==> config.mk <==
export PLATFORM = sky130hd
export DESIGN_NAME = mem_access_unit
export DESIGN_NICKNAME = d
export VERILOG_FILES = /design/src/rtl/mem_access_unit.sv
export SDC_FILE = /design/constraint.sdc
export NUM_CORES = 1
export LEC_CHECK = 0
export CELL_PAD_IN_SITES_DETAIL_PLACEMENT = 1
export CELL_PAD_IN_SITES_GLOBAL_PLACEMENT = 1
export CORE_ASPECT_RATIO = 1.25
export CORE_UTILIZATION = 34
export DETAILED_ROUTE_END_ITERATION = 7
export GPL_TIMING_DRIVEN = 1
export PLACE_DENSITY = 0.88
export REMOVE_ABC_BUFFERS = 1
export SLEW_MARGIN = 15
export SYNTH_ARGS = -nofsm -noshare
export SYNTH_HDL_FRONTEND = slang
export SYNTH_SLANG_ARGS = --single-unit
==> constraint.sdc <==
create_clock -name clk -period 3.7 [get_ports clk]
set_clock_uncertainty 0.15 [all_clocks]
set_input_delay 0.37 -clock clk [delete_from_list [all_inputs] [get_ports clk]]
set_output_delay 0.37 -clock clk [all_outputs]
set_load 0.02 [all_outputs]
==> src/rtl/mem_access_unit.sv <==
// M-stage data-memory master: issues the M-stage load/store on the req/addr_ok/data_ok bus,
// holds the pipeline while the access is in flight and aligns/extends returned load data.
module mem_access_unit #(
    parameter int AW = 32,
    parameter int DW = 32
) (
    input  logic          clk,
    input  logic          rst,
    input  logic          memen_i,
    input  logic [2:0]    memop_i,
    input  logic [AW-1:0] addr_i,
    input  logic [DW-1:0] wdata_i,
    input  logic          flush_i,
    input  logic          stall_ext_i,
    output logic          stall_o,
    output logic          adel_o,
    output logic          ades_o,
    output logic [DW-1:0] readdata_o,
    output logic          data_req,
    output logic          data_wr,
    output logic [1:0]    data_size,
    output logic [AW-1:0] data_addr,
    output logic [DW-1:0] data_wdata,
    output logic [3:0]    data_wstrb,
    input  logic          data_addr_ok,
    input  logic [DW-1:0] data_rdata,
    input  logic          data_data_ok
);

    typedef enum logic [1:0] {
        IDLE = 2'd0,
        ADDR = 2'd1,
        DATA = 2'd2,
        DONE = 2'd3
    } state_e;

    function automatic logic [1:0] op_size(input logic [2:0] op);
        case (op)
            3'b000, 3'b001, 3'b101: op_size = 2'd0;
            3'b010, 3'b011, 3'b110: op_size = 2'd1;
            default:                op_size = 2'd2;
        endcase
    endfunction

    function automatic logic op_misalign(input logic [2:0] op, input logic [1:0] a);
        case (op_size(op))
            2'd1:    op_misalign = a[0];
            2'd2:    op_misalign = |a;
            default: op_misalign = 1'b0;
        endcase
    endfunction

    function automatic logic [3:0] lane_strb(input logic [2:0] op, input logic [1:0] a);
        case (op)
            3'b101:  lane_strb = 4'b0001 << a;
            3'b110:  lane_strb = a[1] ? 4'b1100 : 4'b0011;
            3'b111:  lane_strb = 4'b1111;
            default: lane_strb = 4'b0000;
        endcase
    endfunction

    function automatic logic [31:0] lane_wdata(input logic [2:0] op, input logic [31:0] d);
        case (op)
            3'b101:  lane_wdata = {4{d[7:0]}};
            3'b110:  lane_wdata = {2{d[15:0]}};
            default: lane_wdata = d;
        endcase
    endfunction

    function automatic logic [31:0] load_align(input logic [2:0] op, input logic [1:0] a,
                                               input logic [31:0] d);
        logic [31:0] sh;
        logic [15:0] h;
        sh = d >> {a, 3'b000};
        h  = a[1] ? d[31:16] : d[15:0];
        case (op)
            3'b000:  load_align = {{24{sh[7]}}, sh[7:0]};
            3'b001:  load_align = {24'd0, sh[7:0]};
            3'b010:  load_align = {{16{h[15]}}, h};
            3'b011:  load_align = {16'd0, h};
            default: load_align = d;
        endcase
    endfunction

    state_e        state_q, state_d;
    logic [2:0]    op_q, op_d;
    logic          wr_q, wr_d;
    logic [1:0]    size_q, size_d;
    logic [AW-1:0] addr_q, addr_d;
    logic [DW-1:0] wdata_q, wdata_d;
    logic [3:0]    strb_q, strb_d;
    logic          discard_q, discard_d;
    logic [DW-1:0] readdata_q, readdata_d;

    logic          load_s, misalign_s, start_s, discard_s;

    // Alignment checks, exception flags and issue decision for the current M-stage op
    always_comb begin
        load_s     = (memop_i <= 3'd4);
        misalign_s = op_misalign(memop_i, addr_i[1:0]);
        adel_o     = memen_i & load_s & misalign_s;
        ades_o     = memen_i & ~load_s & misalign_s;
        start_s    = (state_q == IDLE) & memen_i & ~misalign_s & ~flush_i;
    end

    // Transaction sequencing and next-state values for all registered fields
    always_comb begin
        state_d    = state_q;
        op_d       = op_q;
        wr_d       = wr_q;
        size_d     = size_q;
        addr_d     = addr_q;
        wdata_d    = wdata_q;
        strb_d     = strb_q;
        discard_d  = discard_q;
        readdata_d = readdata_q;
        discard_s  = 1'b0;
        case (state_q)
            IDLE: begin
                if (start_s) begin
                    state_d   = ADDR;
                    op_d      = memop_i;
                    wr_d      = ~load_s;
                    size_d    = op_size(memop_i);
                    addr_d    = addr_i;
                    wdata_d   = lane_wdata(memop_i, wdata_i);
                    strb_d    = lane_strb(memop_i, addr_i[1:0]);
                    discard_d = 1'b0;
                end else begin
                    state_d = IDLE;
                end
            end
            ADDR: begin
                // Once accepted the response must still be drained, so a flush only marks it
                if (data_addr_ok) begin
                    state_d   = DATA;
                    discard_d = flush_i;
                end else if (flush_i) begin
                    state_d = IDLE;
                end else begin
                    state_d = ADDR;
                end
            end
            DATA: begin
                discard_s = discard_q | flush_i;
                if (data_data_ok) begin
                    if (~discard_s & ~wr_q) begin
                        readdata_d = load_align(op_q, addr_q[1:0], data_rdata);
                    end else begin
                        readdata_d = readdata_q;
                    end
                    state_d   = discard_s ? IDLE : DONE;
                    discard_d = 1'b0;
                end else begin
                    discard_d = discard_s;
                end
            end
            DONE: begin
                state_d = stall_ext_i ? DONE : IDLE;
            end
            default: begin
                state_d = IDLE;
            end
        endcase
    end

    // State and bus-field registers
    always_ff @(posedge clk or posedge rst) begin
        if (rst) begin
            state_q    <= IDLE;
            op_q       <= 3'd0;
            wr_q       <= 1'b0;
            size_q     <= 2'd0;
            addr_q     <= '0;
            wdata_q    <= '0;
            strb_q     <= 4'd0;
            discard_q  <= 1'b0;
            readdata_q <= '0;
        end else begin
            state_q    <= state_d;
            op_q       <= op_d;
            wr_q       <= wr_d;
            size_q     <= size_d;
            addr_q     <= addr_d;
            wdata_q    <= wdata_d;
            strb_q     <= strb_d;
            discard_q  <= discard_d;
            readdata_q <= readdata_d;
        end
    end

    assign data_req   = (state_q == ADDR);
    assign data_wr    = wr_q;
    assign data_size  = size_q;
    assign data_addr  = addr_q;
    assign data_wdata = wdata_q;
    assign data_wstrb = strb_q;
    assign readdata_o = readdata_q;
    assign stall_o    = ~rst & (start_s | (state_q == ADDR) | (state_q == DATA));

endmodule
; ---- Word-level counts from Yosys, hierarchy flattened
; Cells that the tools add are included.
[classes]
n_reduce_logical = 10
n_bitwise = 18
muxes = 18
n_eq_ne = 17
shift = 2
magnitude_cmp = 1
[ops]
columns = operator, count
row1 = 32-bit one-hot mux with 4 select lines, 1
row2 = 32-bit one-hot mux with 2 select lines, 1
row3 = 32-bit by 5-bit >> shifter with 8-bit output, 1
row4 = 16-bit two-way mux, 1
row5 = 3-bit by 2-bit equality test with 1-bit output (second input constant), 4
row6 = 4-bit one-hot mux with 3 select lines, 1
row7 = 1-bit AND, 9
row8 = 3-bit equality test (second input constant), 3
row9 = 2-bit two-way mux, 4
row10 = 2-bit one-hot mux with 4 select lines, 1
row11 = 2-bit equality test (second input constant), 3
row12 = 3-bit by 1-bit equality test with 1-bit output (second input constant), 2
row13 = 3-bit logical NOT, 2
row14 = 1-bit inverter, 6
row15 = 3-bit AND reduction, 2
row16 = 3-bit OR reduction, 2
row17 = 1-bit two-way mux, 5
row18 = 2-bit by 1-bit equality test with 1-bit output (second input constant), 2
row19 = 4-bit two-way mux, 1
row20 = 2-bit != test (second input constant), 2
row21 = 2-bit one-hot mux with 2 select lines, 1
row22 = 1-bit by 2-bit << shifter with 4-bit output (first input constant), 1
row23 = 3-bit less-or-equal comparator (second input constant), 1
row24 = 1-bit OR, 3
row25 = other kinds (7), 7
[totals]
out_inout_bits = 107
register_bits = 109

; ---- Logic depth before layout (Yosys ltp)
; Gate-level depths: netlist (run 1).
[depth]
ltp_word = 11
mapped_depth = 8
mapped_depth_nobuf = 6

; ---- Worst setup path after synthesis (run 1)
; No wires, ideal clock.
[synth_timing]
path_kind = input-to-output
start = input port memop_i[1]
end = output port stall_o
path_slack_ns = 1.579
t_arrival_ns = 1.601
path_stages = 6
required_ns = 3.180
path_cell_list = buf_4 nor2b_4 a221oi_4 or3_1 buf_2 a21oi_1
[synth_via]
elab_chain_cells = 11
[synth_rtl]
columns = item, line
row1 = from (decl), 10  ; input logic [2:0] memop_i,
row2 = 3-bit equality test (tied with other cells), 38  ; case (op)
row3 = 3-bit OR reduction, 38
row4 = 2-bit one-hot mux with 2 select lines (*), 38
row5 = 2-bit equality test / 2-bit by 1-bit equality test with 1-bit output (equally long branches), 46  ; case (op_size(op))
row6 = 1-bit one-hot mux with 2 select lines (*), 46
row7 = 1-bit inverter (*), 103  ; start_s = (state_q == IDLE) & memen_i & ~misalign_s & ~flush_i;
row8 = 1-bit AND (*) (2 in series), 103
row9 = 1-bit OR (*) (2 in series), 199  ; assign stall_o = ~rst & (start_s | (state_q == ADDR) | (state_q == DATA));
row10 = 1-bit AND (*), 199
row11 = to (decl), 15  ; output logic stall_o,
; Every way passes the cells marked *; elsewhere a longest branch is shown, timed or not.

; ---- Worst setup path after layout (run 1)
[layout_timing]
start = input port memop_i[0]
end = output port stall_o
; The elaborated chain is that of the path after synthesis.

==> impl_metrics.toml, run 1 <==
[detailed_routing]
drt-pass1-iter-count = 4
via_per_inst = 5.31
routed_wl_um = 18500
via_count = 4772
post_drt_wl_per_cell_um = 20.6
drt-initial-drc-count = 231
drc = 0
ant_nets = 0

[worst_setup_path]
crit_fanout = 11
path_class = "input pin to output port"
end_kind = "output port"
start_kind = "input pin"
startpoint = "memop_i[0]"
crit_arrival_ns = 2.60
worstReg2RegStart = "state_q[0]"
cp_data_required_time_ns = 3.18

[final_layout]
multiInputGateArea_mm2 = 0.00270
seq_area_mm2 = 0.00273
final_layout_size_suffix_gt1_share_pct = 19.5
fin_util_pct = 51.4
nNetsFinal = 790
syn_to_final_growth_pct = 47.2
nFillCells = 1704
antenna_cells = 0

[synthesis]
synth-seq-cells = 109
synth_edf_count = 0
synth-main-ff-cell = "dfrtp_1"
synthDistinctLibCells = 47
syn_inst = 474
synth.top_cell.area_share_pct = 48.1
yosys_warnings = 0
avgSynthCellArea_um2 = 12.0
synth_area_leader_cell = "dfrtp_1"
syn_area_mm2 = 0.00568
async_flop_share_pct = 100
synthTopCellsByCount = "109 x dfrtp_1, 54 x nand2_1, 50 x mux2_2, 39 x mux2_4"
ys_seq_area_share_pct = 48.1
yosysMostFrequentCell = "dfrtp_1"
synth_area_leaders = "dfrtp_1 48%, mux2_4 10%, mux2_2 9.9%, nand2_1 3.6%, a221oi_1 2.5%"

[floorplan]
die_height_um = 146
row_count = 52
dieArea_mm2 = 0.0172
core_area_mm2 = 0.0163
pin_count = 213
die_w_um = 118
initial_core_util_pct = 34.9

[grt]
grt_pass1_vias = 5362
overflow = 0
grt_start_max_net_pins = 65
antenna_found_initial = 0
grt_pass1_wl_um = 29600
track_usage_pct = 21.9

[sta]
rsz0062_at_grt = "false"
drv_slew = 0
period_needed_ns = 3.12
worst_slew_pin_slew_ns = 0.772
hold-worst-slack_ns = 0.336
finalHoldViolCount = 0
clock.fmax_mhz = 320
max-slew-margin-rel_pct = 48.5
min_period_over_period_pct = 84.4
finalSetupViolations = 0
setup_slack_ns = 0.576

[clock_tree]
holdBufCountCts = 0
htreeDepth = 3
clkLatencyLatePin_ns = 0.35
cts_tree = "yes"
cts_resized = 0
root_buffer = "clkbuf_16"
clock_sinks = 109
clk_path_buf_depth = 2
cts_inserted_buffers = 9
post_cts_buffers = 0
path_clk_slew_ns = 0.07

[placement]
hpwl_um = 13900
numPortBuffers = 212
gp_congestion = 0.808
place_ws_ns = 0.605

[min_path]
hp-class = "register to register"
hold_start = "readdata_o[5]"

[status]
status = "complete, no violations"

[flow_run]
cap_violations = 0

[power]
total_leakage_power_nw = 3.56
fin_total_pwr_mw = 6.57
p_per_area_mw_per_mm2 = 787
peakVddDrop_mv = 0.423
[state kept, by name, indices dropped and copies added, names as in the netlist]
signal	cells
data_wdata	32
data_size	2
readdata_o	32
state_q	2
data_wstrb	4
data_addr	32
data_wr	1
discard_q	1
op_q	3
[critical path: stages]
cell and delay (ns):
clkdlybuf4s50_1 0.68, nand2b_1 0.20, a221oi_4 0.10, or3_1 0.40
a21oi_1 0.21, clkdlybuf4s50_1 0.64
[logic make-up (layout without fill, tap and decap cells)]
group           count (synthesis)  after routing  share of synthesized area, %
compound gates                100            100                          13.6
xor+xnor                        1              1                         0.154
fa+ha+maj                       6              6                          1.32
buf+inv                        51            260                          4.52
flops                         109            109                          48.1
mux                           102            102                          23.0
simple gates                  105            105                          9.30
[routing by layer]
layer	global-route usage [%]	wire length, um	up-vias
met5	0	0	-
met4	8.72	485	0
met3	5.12	1110	39
met2	40.4	9800	190
met1	24.0	7090	2425
li1	-	-	2118
[metrics by stage]
step	setup TNS [ns]	instances	cell area (um^2)
after global routing	0	899	8350
after CTS	0	899	8350
after global placement	0	883	8010
after floorplan	-79.75	441	5490
after detailed placement	0	883	8010
final	0	899	8350
[placed cells by master, fill, tap and decap left out, types with 2 or more instances in the layout]
cell,instances
a21o_1,9
a21oi_1,15
a221oi_1,16
a22oi_1,8
a311oi_1,7
buf_4,13
bufinv_16,3
clkbuf_16,9
clkdlybuf4s50_1,212
dfrtp_1,109
ha_1,6
inv_1,15
mux2_2,50
mux2_4,39
mux2i_1,10
mux4_2,2
nand2_1,54
nand2b_1,10
nand3_1,2
nand3b_1,10
nor2_1,8
nor2b_1,13
o211ai_1,10
o211ai_2,7
o21ai_0,11
o31ai_1,8
or3_1,2
[final cells by class]
| type | instances | share of cell area (%) |
|---|---|---|
| Inverter | 18 | 0.839 |
| Timing Repair Buffer | 226 | 26.8 |
| Multi-Input combinational cell | 314 | 32.3 |
| Clock buffer | 11 | 2.91 |
| Tap cell | 216 | 3.23 |
| Sequential cell | 109 | 32.6 |
| Clock inverter | 5 | 1.27 |
[final timing paths]
kind | endpoint | slack [ns] | depth (start not counted)
max | stall_o | 0.58 | 6
min in group asynchronous | data_wdata[5] | 0.38 | 2
min | readdata_o[5] | 0.34 | 2
max in group asynchronous | readdata_o[22] | 2.21 | 3
min reg2reg | readdata_o[5] | 0.34 | 2
max reg2reg | readdata_o[30] | 1.32 | 6
[report_power, final]
part / internal, mW / total [mW] / switching (mW) / leakage (nW)
registers: 1.73 / 2.12 / 0.394 / 1.36
clock network: 0.684 / 1.14 / 0.452 / 0.166
logic: 1.71 / 3.31 / 1.60 / 2.03
total: 4.12 / 6.57 / 2.45 / 3.56
Note: power is estimated with default switching activity, not from simulation.
==> run 2, diff against run 1 <==
==> constraint.sdc (replaced) <==
create_clock -name clk -period 3.1 [get_ports clk]
set_clock_uncertainty 0.15 [all_clocks]
set_input_delay 0.31 -clock clk [delete_from_list [all_inputs] [get_ports clk]]
set_output_delay 0.31 -clock clk [all_outputs]
set_load 0.02 [all_outputs]
==> run 2 against run 1 <==
Combinational power up 20%. Global-route usage down 0.18 points. Final cell count up 0.33%. Hold slack worse by 0.12 ns. First-iteration DRC count down 7.4%. Critical endpoint is now ades_o.
==> impl_metrics.toml, run 2 (same netlist as run 1, synthesis figures left out) <==
[worst_setup_path]
critPathSlowestCell = "clkdlybuf4s50_1"
crit_chain = "clkdlybuf4s50_1 > inv_2 > a221oi_4 > nand2_1 > nor3_1 > clkdlybuf4s50_1"
crit_arrival_ns = 2.42
start_kind = "input pin"
crit_buf_inv = 3
path_class = "input pin to output port"
cp_common_cell = "clkdlybuf4s50_1"
cp_data_required_time_ns = 2.64
cp_top_family = "buffers and inverters"
end_kind = "output port"
crit_fanout = 10
max_stage_delay_ns = 0.63

[sta]
max-slew-margin-rel_pct = 46.3
setup_tns_ns = 0
period_needed_ns = 2.88
rsz0062_at_grt = "false"
finalHoldViolCount = 0
clock.fmax_mhz = 347
min_period_over_period_pct = 93.0
drv_slew = 0
worst_slew_pin_slew_ns = 0.806
finalSetupViolations = 0

[grt]
antenna_found_initial = 0
grt_pass1_wl_um = 29300
grt_pass1_vias = 5305
track_usage_pct = 21.7
grt_start_max_net_pins = 80
overflow = 0

[floorplan]
pin_count = 213
die_height_um = 146
dieArea_mm2 = 0.0172
initial_core_util_pct = 34.9
core_area_mm2 = 0.0163
die_w_um = 118
row_count = 52

[clock_tree]
holdBufCountCts = 0
root_buffer = "clkbuf_16"
cts_inserted_buffers = 9
post_cts_buffers = 0
clock_sinks = 109
clk_path_buf_depth = 2
cts_resized = 0
htreeDepth = 3
cts_tree = "yes"
path_clk_slew_ns = 0.07
clkLatencyLatePin_ns = 0.35

[final_layout]
final_common_cell = "clkdlybuf4s50_1"
multiInputGateArea_mm2 = 0.00270
fin_util_pct = 51.5
antenna_cells = 0
final_cell_mix = "212 x clkdlybuf4s50_1, 109 x dfrtp_1, 54 x nand2_1"
nFillCells = 1715
nNetsFinal = 793
syn_to_final_growth_pct = 47.7
final_layout_size_suffix_gt1_share_pct = 19.7
seq_area_mm2 = 0.00273

[power]
fin_total_pwr_mw = 7.67
p_per_area_mw_per_mm2 = 915
total_leakage_power_nw = 3.57
peakVddDrop_mv = 0.420

[detailed_routing]
drt-initial-drc-count = 214
drt-pass1-iter-count = 4
drc = 0
via_per_inst = 5.19
post_drt_wl_per_cell_um = 20.2
ant_nets = 0
via_count = 4679
routed_wl_um = 18200

[flow_run]
cap_violations = 0

[placement]
gp_congestion = 0.795
numPortBuffers = 212
hpwl_um = 13900

[status]
status = "complete, no violations"

[min_path]
hp-class = "input pin to async pin"
run 2: cell types whose count changed in the layout (fill, tap and decap cells not counted):
| cell | delta |
|---|---|
| buf_12 | +5 |
| buf_4 | -2 |
| bufinv_16 | -2 |
| clkbuf_1 | +1 |
| clkbuf_8 | -1 |
| clkinv_2 | +1 |
| clkinvlp_4 | +1 |
run 2: power by group:
part	total [mW]	switching (mW)	internal, mW
clock network	1.17	0.537	0.630
registers	2.52	0.455	2.07
logic	3.98	1.92	2.06
total	7.67	2.91	4.76
run 2: worst paths after layout:
check                                 endpoint  cells after the start  slack, ns           start
worst max-delay path                    ades_o                      6       0.22      memop_i[1]
worst min-delay path                 discard_q                      2       0.22             rst
worst max register to register  readdata_o[28]                      6       0.68      state_q[0]
worst min register to register  readdata_o[13]                      1       0.35  readdata_o[13]
max in group asynchronous        readdata_o[5]                      3       1.83             rst
min in group clk                readdata_o[13]                      1       0.35  readdata_o[13]
run 2: final cells by class:
class                           count  area share (%)
Timing Repair Buffer              229            27.7
Multi-Input combinational cell    314            32.2
Tap cell                          216            3.22
Inverter                           18           0.836
Sequential cell                   109            32.5
Clock inverter                      5           0.702
Clock buffer                       11            2.78
run 2: per-layer routing:
metal / part of all wire [%] / global-route usage (%)
met5: 0 / 0
met4: 2.5 / 8.59
met3: 6.1 / 5.35
met2: 54 / 40.0
met1: 37 / 23.7
run 2: stage by stage:
| stage | std cells | hold slack (ns) | setup WS (ns) | area (um^2) |
|---|---|---|---|---|
| finish | 902 | 0.218 | 0.217 | 8380 |
| floorplan | 441 | 0.308 | -1.84 | 5490 |
| detailed placement | 886 | 0.324 | 0.242 | 8090 |
| global route | 902 | 0.249 | 0.113 | 8380 |
| CTS | 902 | 0.224 | 0.222 | 8380 |
| global placement | 886 | 0.312 | 0.277 | 8090 |
